`src/rtl/riscv_pkg.sv`:
```
// -----------------------------------------------------------------------------
// riscv_pkg
//   Shared constants for the RISC-V core front end: datapath width, default
//   reset PC, major opcodes seen by the control decoder, and the fetch-stage
//   state encoding.
//   No ports (package).
// -----------------------------------------------------------------------------
package riscv_pkg;

    localparam int XLEN = 32;
    localparam logic [XLEN-1:0] RESET_PC_DEFAULT = 32'h0000_0000;

    // Major opcodes (instr[6:0]) consumed by the control decoder.
    localparam logic [6:0] OP_R      = 7'b0110011;
    localparam logic [6:0] OP_LOAD   = 7'b0000011;
    localparam logic [6:0] OP_IMM    = 7'b0010011;
    localparam logic [6:0] OP_STORE  = 7'b0100011;
    localparam logic [6:0] OP_BRANCH = 7'b1100011;

    // FETCH: nothing outstanding.
    // WAIT : one request outstanding, its word will be kept.
    // DROP : one request outstanding, its word belongs to a flushed path.
    typedef enum logic [1:0] {
        ST_FETCH = 2'd0,
        ST_WAIT  = 2'd1,
        ST_DROP  = 2'd2
    } fetch_state_e;

endpackage

```
`src/rtl/instr_fetch_if.sv`:
```
// -----------------------------------------------------------------------------
// instr_fetch_if
//   Bundles the fetch stage's three bus-like connections:
//     imem side   : imem_req, imem_addr (out) / imem_rvalid, imem_rdata (in)
//     execute side: redirect, redirect_pc (in)
//     decode side : id_ready (in) / if_valid, if_pc, if_instr, if_opcode (out)
//   modport master : the fetch stage
//   modport slave  : the surroundings (imem, execute, decode)
// -----------------------------------------------------------------------------
interface instr_fetch_if #(
    parameter int XLEN = riscv_pkg::XLEN
);

    logic            imem_req;
    logic [XLEN-1:0] imem_addr;
    logic            imem_rvalid;
    logic [31:0]     imem_rdata;

    logic            redirect;
    logic [XLEN-1:0] redirect_pc;

    logic            id_ready;
    logic            if_valid;
    logic [XLEN-1:0] if_pc;
    logic [31:0]     if_instr;
    logic [6:0]      if_opcode;

    modport master (
        output imem_req, imem_addr, if_valid, if_pc, if_instr, if_opcode,
        input  imem_rvalid, imem_rdata, redirect, redirect_pc, id_ready
    );

    modport slave (
        input  imem_req, imem_addr, if_valid, if_pc, if_instr, if_opcode,
        output imem_rvalid, imem_rdata, redirect, redirect_pc, id_ready
    );

endinterface

```
`src/rtl/fetch_fifo.sv`:
```
// -----------------------------------------------------------------------------
// fetch_fifo
//   Two-entry {pc, instr} queue between instruction memory and decode.
//   Ports:
//     clk, rst                 clock, synchronous active-high reset
//     push_i, push_pc_i,
//     push_instr_i             enqueue one entry
//     pop_i                    dequeue head (only asserted when count_o != 0)
//     flush_i                  drop all entries (wins over push/pop)
//     count_o                  occupancy 0..2
//     head_pc_o, head_instr_o  head entry; hold until pop, push-into-empty
//                              or reset
// -----------------------------------------------------------------------------
module fetch_fifo #(
    parameter int XLEN = riscv_pkg::XLEN
) (
    input  logic            clk,
    input  logic            rst,
    input  logic            push_i,
    input  logic [XLEN-1:0] push_pc_i,
    input  logic [31:0]     push_instr_i,
    input  logic            pop_i,
    input  logic            flush_i,
    output logic [1:0]      count_o,
    output logic [XLEN-1:0] head_pc_o,
    output logic [31:0]     head_instr_o
);

    logic [1:0]      count_q, count_d;
    logic [XLEN-1:0] head_pc_q, head_pc_d, tail_pc_q, tail_pc_d;
    logic [31:0]     head_instr_q, head_instr_d, tail_instr_q, tail_instr_d;

    always_comb begin
        // NOTE: every next-state value gets a default before any branch, so no path leaves it unassigned and no latch is inferred.
        count_d      = count_q;
        head_pc_d    = head_pc_q;
        head_instr_d = head_instr_q;
        tail_pc_d    = tail_pc_q;
        tail_instr_d = tail_instr_q;

        if (flush_i) begin
            count_d = 2'd0;
        end else begin
            case ({push_i, pop_i})
                2'b01: begin
                    head_pc_d    = tail_pc_q;
                    head_instr_d = tail_instr_q;
                    count_d      = count_q - 2'd1;
                end
                2'b10: begin
                    if (count_q == 2'd0) begin
                        head_pc_d    = push_pc_i;
                        head_instr_d = push_instr_i;
                    end else begin
                        tail_pc_d    = push_pc_i;
                        tail_instr_d = push_instr_i;
                    end
                    count_d = count_q + 2'd1;
                end
                2'b11: begin
                    // Occupancy is unchanged; the new word lands behind
                    // whatever survives the pop.
                    if (count_q == 2'd2) begin
                        head_pc_d    = tail_pc_q;
                        head_instr_d = tail_instr_q;
                        tail_pc_d    = push_pc_i;
                        tail_instr_d = push_instr_i;
                    end else begin
                        head_pc_d    = push_pc_i;
                        head_instr_d = push_instr_i;
                    end
                end
                default: ;
            endcase
        end
    end

    always_ff @(posedge clk) begin
        if (rst) begin
            // NOTE: the storage is only two registers, and resetting it makes an empty queue present pc/instr of zero to decode.
            count_q      <= 2'd0;
            head_pc_q    <= '0;
            head_instr_q <= '0;
            tail_pc_q    <= '0;
            tail_instr_q <= '0;
        end else begin
            // NOTE: sequential state uses non-blocking assignments so every register samples pre-edge values.
            count_q      <= count_d;
            head_pc_q    <= head_pc_d;
            head_instr_q <= head_instr_d;
            tail_pc_q    <= tail_pc_d;
            tail_instr_q <= tail_instr_d;
        end
    end

    assign count_o      = count_q;
    assign head_pc_o    = head_pc_q;
    assign head_instr_o = head_instr_q;

endmodule

```
`src/rtl/instr_fetch.sv`:
```
// -----------------------------------------------------------------------------
// instr_fetch
//   Instruction-fetch stage: owns the PC, issues one-word reads to instruction
//   memory (at most one outstanding), buffers returned words in a 2-entry
//   queue and presents {pc, instr} to decode. A redirect from execute flushes
//   the queue and restarts fetch at redirect_pc (word aligned).
//   Ports:
//     clk   rising-edge clock
//     rst   synchronous, active-high reset (imem shares it)
//     bus   instr_fetch_if.master: imem_req/imem_addr/imem_rvalid/imem_rdata,
//           redirect/redirect_pc, id_ready/if_valid/if_pc/if_instr/if_opcode
// -----------------------------------------------------------------------------
module instr_fetch
    import riscv_pkg::*;
#(
    parameter int              XLEN     = riscv_pkg::XLEN,
    parameter logic [XLEN-1:0] RESET_PC = RESET_PC_DEFAULT
) (
    input  logic                 clk,
    input  logic                 rst,
    instr_fetch_if.master        bus
);

    fetch_state_e    state_q;
    logic [XLEN-1:0] pc_q;
    logic [XLEN-1:0] pend_pc_q;   // PC of the outstanding request

    logic [1:0]      q_count;
    logic [XLEN-1:0] head_pc;
    logic [31:0]     head_instr;

    logic            pending;
    logic            pop;
    logic            push;
    logic            one_out_ok;
    logic [2:0]      occ_after;
    logic            issue;

    assign pending = (state_q != ST_FETCH);
    assign pop     = (q_count != 2'd0) && bus.id_ready && !bus.redirect;
    assign push    = bus.imem_rvalid && (state_q == ST_WAIT) && !bus.redirect;

    // A response only moves a slot from "pending" into the queue, so it
    // frees no space; only a pop does. Counting the outstanding request as
    // occupied guarantees its word always has a slot when it returns.
    assign occ_after = {1'b0, q_count} + {2'b00, pending} - {2'b00, pop};

    // Keep at most one request in flight: issue only when nothing is pending
    // or the pending one retires this very cycle. That includes the stale
    // response in DROP, so the redirect target goes out as it arrives.
    assign one_out_ok = (state_q == ST_FETCH) || bus.imem_rvalid;
    assign issue      = !bus.redirect && !rst && one_out_ok && (occ_after < 3'd2);

    always_ff @(posedge clk) begin
        if (rst) begin
            state_q   <= ST_FETCH;
            pc_q      <= RESET_PC;
            pend_pc_q <= '0;
        end else if (bus.redirect) begin
            pc_q <= bus.redirect_pc & ~XLEN'(3);
            // An in-flight word that has not returned yet must be discarded.
            if (state_q == ST_FETCH || bus.imem_rvalid) begin
                state_q <= ST_FETCH;
            end else begin
                state_q <= ST_DROP;
            end
        end else begin
            if (issue) begin
                pc_q      <= pc_q + XLEN'(4);
                pend_pc_q <= pc_q;
                state_q   <= ST_WAIT;
            end else if (bus.imem_rvalid) begin
                state_q <= ST_FETCH;
            end
        end
    end

    fetch_fifo #(.XLEN(XLEN)) u_fifo (
        .clk          (clk),
        .rst          (rst),
        .push_i       (push),
        .push_pc_i    (pend_pc_q),
        .push_instr_i (bus.imem_rdata),
        .pop_i        (pop),
        .flush_i      (bus.redirect),
        .count_o      (q_count),
        .head_pc_o    (head_pc),
        .head_instr_o (head_instr)
    );

    assign bus.imem_req  = issue;
    assign bus.imem_addr = pc_q;
    assign bus.if_valid  = (q_count != 2'd0);
    assign bus.if_pc     = head_pc;
    assign bus.if_instr  = head_instr;
    assign bus.if_opcode = head_instr[6:0];

    // A kept response arriving into a full queue that is not draining would
    // lose a word; the credit logic above must make this unreachable.
    a_no_overflow: assert property (@(posedge clk) disable iff (rst)
        !(push && (q_count == 2'd2) && !pop));

endmodule

```
`src/flat_wrapper.sv`:
```
// flat-port wrapper written by rule: the top's interface ports become plain ports
module instr_fetch_flat import riscv_pkg::*;
#(
    parameter int              XLEN     = riscv_pkg::XLEN,
    parameter logic [XLEN-1:0] RESET_PC = RESET_PC_DEFAULT
)
  (clk, rst, bus_imem_req, bus_imem_addr, bus_if_valid, bus_if_pc, bus_if_instr, bus_if_opcode, bus_imem_rvalid, bus_imem_rdata, bus_redirect, bus_redirect_pc, bus_id_ready);
  instr_fetch_if #(.XLEN(XLEN)) bus_i ();
  input  logic clk;
  input  logic rst;
  output wire logic [$bits(bus_i.imem_req)-1:0] bus_imem_req;
  output wire logic [$bits(bus_i.imem_addr)-1:0] bus_imem_addr;
  output wire logic [$bits(bus_i.if_valid)-1:0] bus_if_valid;
  output wire logic [$bits(bus_i.if_pc)-1:0] bus_if_pc;
  output wire logic [$bits(bus_i.if_instr)-1:0] bus_if_instr;
  output wire logic [$bits(bus_i.if_opcode)-1:0] bus_if_opcode;
  input wire logic [$bits(bus_i.imem_rvalid)-1:0] bus_imem_rvalid;
  input wire logic [$bits(bus_i.imem_rdata)-1:0] bus_imem_rdata;
  input wire logic [$bits(bus_i.redirect)-1:0] bus_redirect;
  input wire logic [$bits(bus_i.redirect_pc)-1:0] bus_redirect_pc;
  input wire logic [$bits(bus_i.id_ready)-1:0] bus_id_ready;
  assign bus_imem_req = bus_i.imem_req;
  assign bus_imem_addr = bus_i.imem_addr;
  assign bus_if_valid = bus_i.if_valid;
  assign bus_if_pc = bus_i.if_pc;
  assign bus_if_instr = bus_i.if_instr;
  assign bus_if_opcode = bus_i.if_opcode;
  assign bus_i.imem_rvalid = bus_imem_rvalid;
  assign bus_i.imem_rdata = bus_imem_rdata;
  assign bus_i.redirect = bus_redirect;
  assign bus_i.redirect_pc = bus_redirect_pc;
  assign bus_i.id_ready = bus_id_ready;
  instr_fetch #(.XLEN(XLEN), .RESET_PC(RESET_PC)) u_core (.clk(clk), .rst(rst), .bus(bus_i));
endmodule
```
`config.mk`:
```
export PLATFORM = sky130hd
export DESIGN_NAME = instr_fetch_flat
export DESIGN_NICKNAME = d
export VERILOG_FILES = /design/src/rtl/riscv_pkg.sv /design/src/rtl/instr_fetch_if.sv /design/src/rtl/fetch_fifo.sv /design/src/rtl/instr_fetch.sv /design/src/flat_wrapper.sv
export SDC_FILE = /design/constraint.sdc
export NUM_CORES = 1
export LEC_CHECK = 0
export CELL_PAD_IN_SITES_DETAIL_PLACEMENT = 0
export CELL_PAD_IN_SITES_GLOBAL_PLACEMENT = 2
export CORE_AREA = 3 3 168 170
export DETAILED_ROUTE_END_ITERATION = 10
export DIE_AREA = 0 0 171 173
export PLACE_DENSITY_LB_ADDON = 0.1
export SYNTH_ARGS = -nofsm -noshare
export SYNTH_HDL_FRONTEND = slang
export SYNTH_SLANG_ARGS = --single-unit
export TNS_END_PERCENT = 20
```
`constraint.sdc`:
```
create_clock -name clk -period 5.6 [get_ports clk]
set_input_delay 1.12 -clock clk [delete_from_list [all_inputs] [get_ports clk]]
set_output_delay 1.12 -clock clk [all_outputs]
set_load 0.02 [all_outputs]
```
; ---- Word-level counts from Yosys, hierarchy flattened
; Index checks and enable logic that the tools add are counted.
[totals]
regBits = 196
latch_bits = 0
ram_bits = 0
mem_bits_ro = 0
input_bits = 69
out_inout_bits = 105
elab_cells = 66
memories = 0
[classes]
n_addsub = 5
multipliers = 0
div = 0
n_lt_le_gt_ge = 1
n_eq_ne = 8
n_shift = 0
mux = 19
bitwise_logic = 1
n_reduce_logical = 23
[ops]
columns = operator, count
row1 = $mux W32, 10
row2 = $pmux W32 S3, 2
row3 = $pmux W32 S2, 2
row4 = $add A32 B3 Y32 const B, 1
row5 = $reduce_bool A2 Y1, 5
row6 = $mux W2, 4
row7 = $logic_and A1 B1 Y1, 7
row8 = $eq A2 B2 Y1 const B, 3
row9 = $ne A2 B2 Y1 const B, 3
row10 = $reduce_bool A3 Y1, 2
row11 = $eq A2 B1 Y1 const B, 2
row12 = $logic_not A2 Y1, 2
row13 = $pmux W2 S2, 1
row14 = $reduce_and A4 Y1, 1
row15 = $add A2 B1 Y3, 1
row16 = $lt A3 B2 Y1 const B, 1
row17 = $reduce_and A3 Y1, 1
row18 = $sub A3 B1 Y3, 1
row19 = $add A2 B1 Y2 const B, 1
row20 = $logic_not A1 Y1, 2
row21 = $reduce_and A2 Y1, 1
row22 = $reduce_or A2 Y1, 1
row23 = $sub A2 B1 Y2 const B, 1
row24 = $logic_or A1 B1 Y1, 1
row25 = $not A1 Y1, 1

; ---- Depth between registers and ports, before layout
[logic_depth]
word_depth = 8
depth_mapped = 14
ltp_nobuf = 13

; ---- Cells and area by module
; From an unflattened synthesis, not the netlist that was laid out.
[unflattened]
cells_unflattened = 1053
hier_area_um2 = 8433.1
[modules_own_cells]
columns = module, n_inst, cells_per_inst, area_per_inst_um2, seq_area_each_um2
row1 = fetch_fifo, 1, 663, 5296.3, 2602.5
row2 = instr_fetch, 1, 390, 3136.8, 1241.2

; ---- Least setup slack after synthesis
; OpenSTA, ideal clock, no wires.
[synth_path]
kind = input -> output
from = in bus_redirect
to = out bus_imem_req
t_arrival_ns = 3.604
t_required_ns = 4.480
setup_slack_ns = 0.876
stages = 12
n_path_buf = 2
path_cell_list = inv_1 > and2_1 > nand2_1 > inv_1 > ha_1 > nand2b_1 > fa_1 > inv_1 > or4_4 > buf_6 > inv_2 > clkbuf_1
[synth_between]
elab_chain_len = 5
word_cells_on_any_way = 7
cone_classes = 1 x add/sub / 1 x order compare / 5 x reduce/logical
[synth_rtl]
columns = item, line_no
row1 = from (decl), flat_wrapper.sv:19  ; input wire logic [$bits(bus_i.redirect)-1:0] bus_redirect;
row2 = $logic_not A1 Y1 (*), "instr_fetch.sv:40, instr_fetch.sv:52"
row3 = $logic_and A1 B1 Y1, instr_fetch.sv:40  ; assign pop = (q_count != 2'd0) && bus.id_ready && !bus.redirect;
row4 = $sub A3 B1 Y3, instr_fetch.sv:46  ; assign occ_after = {1'b0, q_count} + {2'b00, pending} - {2'b00, pop};
row5 = $lt A3 B2 Y1, instr_fetch.sv:52  ; assign issue = !bus.redirect && !rst && one_out_ok && (occ_after < 3'd2);
row6 = $logic_and A1 B1 Y1 (*), instr_fetch.sv:52
row7 = to (decl), flat_wrapper.sv:11  ; output wire logic [$bits(bus_i.imem_req)-1:0] bus_imem_req;
; Mark *: on every way between the ends. The rest lies on a longest branch, timed or not.

; ---- Worst setup path in the final report
; Ends and elaborated chain as after synthesis.

==> impl_metrics.py <==
metrics = {
    "setup_path": {
        "cp-startpoint": "bus_redirect",
        "critical_path.cell_chain": "clkdlybuf4s50_1 -> inv_1 -> and2_1 -> nand2_1 -> inv_1 -> ha_1 -> nand2b_1 -> fa_1 -> inv_1 -> or4_4 -> inv_2 -> clkdlybuf4s50_1",
        "critPathKind": "input pin to output port",
        "startpoint_type": "input pin",
        "regToRegStartpoint": "u_core.u_fifo.count_o[1]",
        "cpMaxStageDelayCell": "clkdlybuf4s50_1",
        "arrival_ns": 4.25,
        "worst_path_most_repeated_cell": "inv_1",
        "endpoint_kind": "output port",
        "cp_slowest_stage_delay_ns": 0.60,
        "required_ns": 4.48,
        "cpLargestDelayFamily": "buffers and inverters",
        "crit_path_max_fanout": 4,
        "cp_num_buf_inv": 6,
    },
    "clocking": {
        "hold_buffers": 0,
        "cts_setup_buffers": 0,
        "numCtsBuffers": 17,
        "htree_levels": 4,
        "clkTransAtPathRegs_ns": 0.07,
        "cts_resized": 0,
        "root_buffer": "clkbuf_16",
        "cts_sinks": 188,
        "cts_tree": "yes",
        "clockBufferDepth": 2,
        "clk_latency_ns": 0.43,
    },
    "global_route": {
        "grt.overflow.total": 0,
        "grt_pass1_vias": 6817,
        "grt_first_pass_wirelength_um": 38100,
        "grt_max_degree": 95,
        "antenna_found_initial": 0,
        "globalRouteMet2Util_pct": 25.3,
        "grt_usage_pct": 15.9,
        "grt.busiest_layer": "met2",
        "gr-usage-met3_pct": 3.70,
        "grtUsageMet1_pct": 21.9,
    },
    "routing": {
        "vias": 6929,
        "wirelength_um": 23700,
        "wire_per_inst_um": 16.7,
        "vias_per_cell": 4.88,
        "initialDrtViolationCount": 382,
        "drt_pre_antenna_iters": 4,
        "drc": 0,
        "antenna_left": 0,
    },
    "placed_design": {
        "place_hpwl_um": 15200,
        "io_buffers": 167,
        "dp_slack_ns": 0.211,
        "gp_congestion": 0.771,
    },
    "sta": {
        "finalSetupViolCount": 0,
        "finalWorstSetupSlack_ns": 0.227,
        "period_share_pct": 96.0,
        "worstMarginPinSlew_ns": 1.03,
        "relSlewSlack_pct": 31.2,
        "setup_tns_ns": 0,
        "rsz0062_at_grt": "no",
        "period_needed_ns": 5.37,
        "final_hold_viol_count": 0,
        "max_freq_mhz": 186,
        "skew_ns": 0.0161,
        "slew_viol_final": 0,
    },
    "yosys": {
        "ys_types": 48,
        "synth.avg_cell_area_um2": 8.19,
        "postSynthRegisterBits": 188,
        "seq_area_frac_synth_pct": 48.4,
        "async_flop_share_pct": 0,
        "netlist_area_um2": 7780,
        "synth_edf_count": 0,
        "yosys_warnings": 0,
        "synth_flop_cell": "dfxtp_1",
        "synth_cells": 950,
    },
    "floorplanning": {
        "io_pins": 174,
        "num_rows": 60,
        "fp.dieW_um": 171,
        "die_h_um": 173,
        "dieArea_um2": 29600,
        "coreArea_um2": 26900,
        "initial_core_util_pct": 28.9,
    },
    "power": {
        "finalPower_mw": 2.91,
        "vdd_drop_max_v": 0.000130,
        "powerDensity_nw_per_um2": 284,
        "power.leakage_nw": 3.21,
    },
    "finish": {
        "layout_commonest_cell": "nand2_1",
        "drive_gt1_share_pct": 5.01,
        "n_antenna_cell": 0,
        "synthToLayoutAreaGrowth_pct": 31.7,
        "nets": 1140,
        "final_cell_mix": "204 x nand2_1, 188 x dfxtp_1, 166 x clkdlybuf4s50_1",
    },
    "job": {
        "max-cap-violations": 0,
    },
    "worst_hold_path": {
        "hold_start": "u_core.u_fifo.tail_instr_q[22]",
        "min_path_type": "flop to flop",
    },
    "status": {
        "outcome": "finished, final reports clean",
    },
}
sequential cells by signal, indices dropped and copies added, names as in the netlist:
name / cells
u_core.u_fifo.tail_pc_q: 30
u_core.state_q: 2
u_core.u_fifo.count_o: 2
u_core.pend_pc_q: 30
u_core.u_fifo.head_instr_o: 32
u_core.u_fifo.tail_instr_q: 32
u_core.u_fifo.head_pc_o: 30
u_core.bus.imem_addr: 30
synthesized netlist by cell type, types with 3 or more instances:
master | count | area share, %
a22oi_1 | 63 | 6.1
xor2_1 | 8 | 0.90
ha_1 | 5 | 0.80
and3_1 | 3 | 0.24
nand2_1 | 205 | 9.9
a31oi_1 | 3 | 0.24
or3_1 | 6 | 0.48
and2_1 | 3 | 0.24
o21bai_1 | 5 | 0.48
nand3_1 | 17 | 1.1
xnor2_1 | 15 | 1.7
nor4_1 | 11 | 0.89
clkbuf_1 | 71 | 3.4
buf_1 | 3 | 0.14
a211oi_1 | 72 | 7.0
inv_1 | 12 | 0.58
a21oi_1 | 109 | 7.0
buf_4 | 11 | 1.1
and4_1 | 5 | 0.56
dfxtp_1 | 188 | 48
nor2_1 | 83 | 4.0
nand4_1 | 8 | 0.64
nor3_1 | 6 | 0.39
nand2b_1 | 3 | 0.24
or4_1 | 4 | 0.39
a311oi_1 | 3 | 0.34
o21ai_0 | 3 | 0.19
logic make-up after synthesis:
logic type	after synthesis	share of synthesized area, %
compound gates	271	22.6
xor+xnor	23	2.59
fa+ha+maj	6	1.06
buf+inv	100	5.47
flops	188	48.4
mux	1	0.129
other cells	1	0.0482
simple gates	360	19.7
worst reg2reg max path, stage by stage, from the launching register on:
cell and delay (ns):
dfxtp_1 0.39, or2_2 0.37, and2_1 0.18, nand2_1 0.12, inv_1 0.08, ha_1 0.28
nand2b_1 0.15, fa_1 0.54, inv_1 0.09, or4_4 0.55, buf_4 0.26, or4_1 0.59
or2_0 0.21, a31oi_1 0.14
stage by stage:
stage	instances	cell area (um^2)	hold WS [ns]	util [%]
floorplan	953	7790	0.436	-
global placement	1387	9660	0.441	36.0
detailed placement	1387	9660	0.446	36.0
CTS	1419	10200	0.457	38.1
global route	1419	10200	0.474	38.1
finish	1419	10200	0.456	38.1
path summary, 6_finish.rpt:
| check | end | slack [ns] | cells past startpoint |
|---|---|---|---|
| worst min-delay path | u_core.u_fifo.tail_instr_q[22] | 0.46 | 2 |
| worst max register to register | u_core.bus.imem_addr[12] | 1.58 | 13 |
| worst max-delay path | bus_imem_req | 0.23 | 12 |
| worst min register to register | u_core.u_fifo.tail_instr_q[22] | 0.46 | 2 |
cell type report:
type,count,area (um^2)
Sequential cell,188,3760
Fill cell,2838,16600
Timing Repair Buffer,180,1800
Clock buffer,18,429
Multi-Input combinational cell,665,3630
Tap cell,341,427
Inverter,13,48.8
Clock inverter,14,151
metal layers:
layer  vias to the layer above  part of all wire [%]
met5                         -                     0
met4                         0                  0.96
met3                        18                   5.9
met2                       169                    46
met1                      3189                    47
li1                       3553                     -
report_power, final:
group	leakage [nW]	internal, mW	switching (mW)
Sequential	1.52	1.37	0.0441
Clock	0.285	0.598	0.608
Combinational	1.40	0.133	0.159
(Power assumes the default switching activity.)
